File: config.mk
export PLATFORM = sky130hd
export DESIGN_NAME = controlador_soma16
export DESIGN_NICKNAME = d
export VERILOG_FILES = /design/src/rtl/controlador_soma16.sv
export SDC_FILE = /design/constraint.sdc
export NUM_CORES = 1
export LEC_CHECK = 0
export BUFFER_PORTS_ARGS = -buffer_cell sky130_fd_sc_hd__buf_2
export CORE_MARGIN = 2
export CORE_UTILIZATION = 52
export CTS_CLUSTER_SIZE = 24
export DETAILED_ROUTE_END_ITERATION = 8
export HOLD_SLACK_MARGIN = 0.05
export PLACE_DENSITY = 0.79
export SETUP_SLACK_MARGIN = 0.5
export SLEW_MARGIN = 20
export SYNTH_ARGS = -nofsm -noshare
export SYNTH_HDL_FRONTEND = slang
export SYNTH_SLANG_ARGS = --single-unit
File: constraint.sdc
create_clock -name clk -period 3.36 [get_ports clk]
set_input_delay 0.336 -clock clk [delete_from_list [all_inputs] [get_ports clk]]
set_output_delay 0.336 -clock clk [all_outputs]
set_load 0.01 [all_outputs]
File: src/rtl/controlador_soma16.sv
// Nibble-serial add/subtract controller: drives an external shared 4-bit ripple
// adder for N_NIB cycles, assembling a 4*N_NIB-bit result LSB nibble first.
module controlador_soma16 #(
  parameter int N_NIB = 4
) (
  input  logic                 clk,
  input  logic                 rst,
  input  logic                 start,
  input  logic                 op_sub,
  input  logic [4*N_NIB-1:0]   A,
  input  logic [4*N_NIB-1:0]   B,
  output logic [3:0]           add_a,
  output logic [3:0]           add_b,
  output logic                 add_cin,
  input  logic [3:0]           add_s,
  input  logic                 add_cout,
  input  logic                 add_c3,
  output logic [4*N_NIB-1:0]   S,
  output logic                 Cout,
  output logic                 overflow,
  output logic                 busy,
  output logic                 done
);

  localparam int W  = 4 * N_NIB;
  // One spare count so idx can step past the last nibble without wrapping.
  localparam int IW = $clog2(N_NIB + 1);
  localparam logic [IW-1:0] LAST = IW'(N_NIB - 1);

  typedef enum logic [1:0] {IDLE, RUN, DONE} state_t;

  state_t        state, state_nx;
  logic [IW-1:0] idx;
  logic [W-1:0]  a_reg, b_reg;
  logic          carry_reg;

  // NOTE: sequential state uses non-blocking assignments so every register
  // samples the values from before the edge, independent of statement order.
  always_ff @(posedge clk or posedge rst) begin
    if (rst) begin
      state     <= IDLE;
      idx       <= '0;
      carry_reg <= 1'b0;
      a_reg     <= '0;
      b_reg     <= '0;
      S         <= '0;
      Cout      <= 1'b0;
      overflow  <= 1'b0;
    end else begin
      state <= state_nx;
      case (state)
        IDLE: begin
          if (start) begin
            a_reg     <= A;
            b_reg     <= op_sub ? ~B : B;
            carry_reg <= op_sub;
            idx       <= '0;
          end
        end
        RUN: begin
          S[{idx, 2'b00} +: 4] <= add_s;
          carry_reg            <= add_cout;
          idx                  <= idx + 1'b1;
          if (idx == LAST) begin
            Cout     <= add_cout;
            overflow <= add_c3 ^ add_cout;
          end
        end
        default: ;
      endcase
    end
  end

  // NOTE: every output of this block gets a default first, so no path leaves
  // a signal unassigned and no latch is inferred.
  always_comb begin
    state_nx = state;
    add_a    = 4'd0;
    add_b    = 4'd0;
    add_cin  = 1'b0;
    case (state)
      IDLE: if (start) state_nx = RUN;
      RUN: begin
        add_a   = a_reg[{idx, 2'b00} +: 4];
        add_b   = b_reg[{idx, 2'b00} +: 4];
        add_cin = carry_reg;
        if (idx == LAST) state_nx = DONE;
      end
      DONE:    state_nx = IDLE;
      default: state_nx = IDLE;
    endcase
  end

  assign busy = (state != IDLE);
  assign done = (state == DONE);

endmodule

==> out/qor.yml <==
power:
  p_switching_mw: 1.08
  intPower_mw: 1.81
  irDropWorstVdd_mv: 0.424
  totalPowerFinal_mw: 2.89
  power_switching_share: 0.374
  p_seq_frac: 0.416
  power-per-cell-area_mw_per_mm2: 907
  combPwrFrac: 0.453
  leakagePower_nw: 1.59
  clkPwrFrac: 0.131
setup_path:
  endpoint_kind: "flip-flop"
  max_stage_delay_ps: 650
  crit_top_cell: "ha_1"
  criticalPathCategory: "flip-flop to flip-flop"
  cp_max_fo: 11
  crit_required_ps: 3560
  cp_slowest_cell: "dfrtp_1"
  crit_chain: "inv_1, ha_1, ha_1, nand3b_1, a2111oi_4, mux2_2"
  crit_arrival_ps: 2750
  start_kind: "flip-flop"
global_route:
  grt_use_met3: 0.0452
  antenna_found_initial: 0
  overflow: 0
  grt_pass1_wl_mm: 8.65
  grt_pass1_vias: 1890
  busiest_layer: "met2"
  grt_usage: 0.188
  grt_max_degree: 53
  use_met2: 0.334
  gr-usage-met1: 0.222
detailed_routing:
  wl_mm: 5.14
  vias_per_cell: 5.06
  wl_per_cell_um: 13.7
  first_iter_violations: 96
  drc: 0
  drt_first_pass_iters: 4
  via_count: 1903
  ant_nets: 0
placed_design:
  dp.final_hpwl_mm: 3.73
  port_buffers: 70
  place_area_mm2: 0.00309
  gp_congestion: 0.801
  dpl.cell_count: 368
  dp_worst_setup_slack_ps: 799
sta:
  min_period_over_period: 0.760
  setup_viol: 0
  finalSetupTns_ps: 0
  worst_hold_slack_ps: 137
  worst_pin_slew_ps: 714
  setup_ws_ps: 808
  relSlewSlack: 0.523
  maxSlewViolCount: 0
  hold_viol_final: 0
  max_freq_mhz: 392
  rsz0062_at_grt: "false"
  clock-skew-final_ps: 5.36
  min_period_ps: 2550
cells_and_area:
  stdcell_count: 376
  final_common_cell: "buf_2"
  layout.nets: 351
  mostFrequentLayoutCells: "buf_2, nand2_1, dfrtp_1"
  n_antenna_cell: 0
  areaGrowthSynthToFinish_pct: 18.4
  layout-drive-gt1-share: 0.350
  postLayoutCellArea_mm2: 0.00319
  final_util: 0.632
floorplanning:
  die_w_um: 75.9
  fp.dieH_um: 75.9
  top_level_ports: 71
  core_area_mm2: 0.00504
  initial_utilization: 0.534
  dieArea_mm2: 0.00577
  rows: 26
synthesis:
  ys_seq_area_frac: 0.521
  syn-num-nets: 283
  synthesis.instances: 237
  synth_cell_types: 30
  ys_seq_elements: 56
  avgSynthCellArea_um2: 11.4
  mappedNetlistArea_mm2: 0.00269
  synth-warning-count: 0
cts:
  ctsResizeCount: 0
  tritoncts: "yes"
  clock-sinks: 56
  clk_latency_ps: 310
  htreeDepth: 2
  clk_path_buf_depth: 2
  postCtsHoldBufs: 0
  path_clk_slew_ps: 90
  cts_root_buf: "clkbuf_8"
  cts-buffers-inserted: 5
  post_cts_buffers: 0
job:
  drv_cap: 0
run_status:
  run_status: "completed"
hold_path:
  hold_class: "input port to asynchronous set/reset pin"
synth_stat cells:
master,n,share of area
mux4_2,3,0.025
nor4_4,1,0.0079
ha_1,4,0.019
nand3b_1,2,0.0056
nand3_1,4,0.0074
nand2b_4,1,0.0051
and2b_1,2,0.0056
nor3_4,1,0.0060
dfrtp_1,56,0.52
buf_2,4,0.0074
clkbuf_1,6,0.0084
a2111oi_4,1,0.010
buf_4,1,0.0028
mux4_1,5,0.049
buf_6,1,0.0042
o21ai_0,20,0.037
nor3b_1,1,0.0028
o31ai_1,1,0.0028
inv_1,5,0.0070
and3_1,8,0.019
a22oi_1,1,0.0028
and2_1,1,0.0023
nor2b_1,3,0.0070
xnor2_1,17,0.055
nand4b_2,1,0.0056
mux2_2,17,0.071
nand2_1,67,0.093
nor3b_2,1,0.0046
or3b_1,1,0.0033
or2_2,1,0.0023
power by group through the flow:
stage	sequential (mW)	combinational, mW	clock [mW]
2_1_floorplan	1.22	0.924	0
3_3_place_gp	1.21	1.28	0
3_5_place_dp	1.22	1.32	0
4_1_cts	1.20	1.32	0.385
5_1_grt	1.25	1.44	0.418
6_report	1.20	1.31	0.378
cells by family after synthesis:
| group | after synthesis | share of synthesized area |
|---|---|---|
| buffers and inverters | 17 | 0.0298 |
| adder cells (fa/ha/maj) | 4 | 0.0186 |
| multiplexers | 25 | 0.145 |
| flip-flops | 56 | 0.521 |
| AND/OR/NAND/NOR | 95 | 0.178 |
| AO/OA/AOI/OAI | 23 | 0.0530 |
| XOR/XNOR | 17 | 0.0553 |
worst max-delay path: cells and delay by family, from the launching register on:
family	cells	cell delay, ps
flip-flops	1	650
adder cells (fa/ha/maj)	2	570
AO/OA/AOI/OAI	1	440
multiplexers	1	380
AND/OR/NAND/NOR	1	220
buffers and inverters	1	180
routing by layer:
layer  part of all wire  wire, um  vias to the layer above
li1                   -         -                      936
met1               0.43      2210                      924
met2               0.52      2680                       35
met3              0.035       180                        8
met4              0.014        74                        0
met5                  0         0                        -
path summary, 6_finish.rpt:
kind | slack (ps) | cells past startpoint | endpoint | from
min in group clk | 210 | 3 | a_reg[6]$_DFFE_PP0P_ | A[6]
max | 810 | 6 | S[11]$_DFFE_PP0P_ | idx[1]$_DFFE_PP0P_
max in group asynchronous | 2470 | 3 | S[8]$_DFFE_PP0P_ | rst
max reg2reg | 810 | 6 | S[11]$_DFFE_PP0P_ | idx[1]$_DFFE_PP0P_
min | 140 | 2 | b_reg[9]$_DFFE_PP0P_ | rst
min reg2reg | 480 | 2 | a_reg[13]$_DFFE_PP0P_ | a_reg[13]$_DFFE_PP0P_
area by class of cell:
| class | instances | area (um2) |
|---|---|---|
| fill | 432 | 1860 |
| sequential | 56 | 1400 |
| multi-input combinational | 164 | 1220 |
| timing repair buffer | 73 | 373 |
| clock buffer | 8 | 90.1 |
| tap | 70 | 87.6 |
| inverter | 5 | 18.8 |
(Power assumes the default switching activity.)
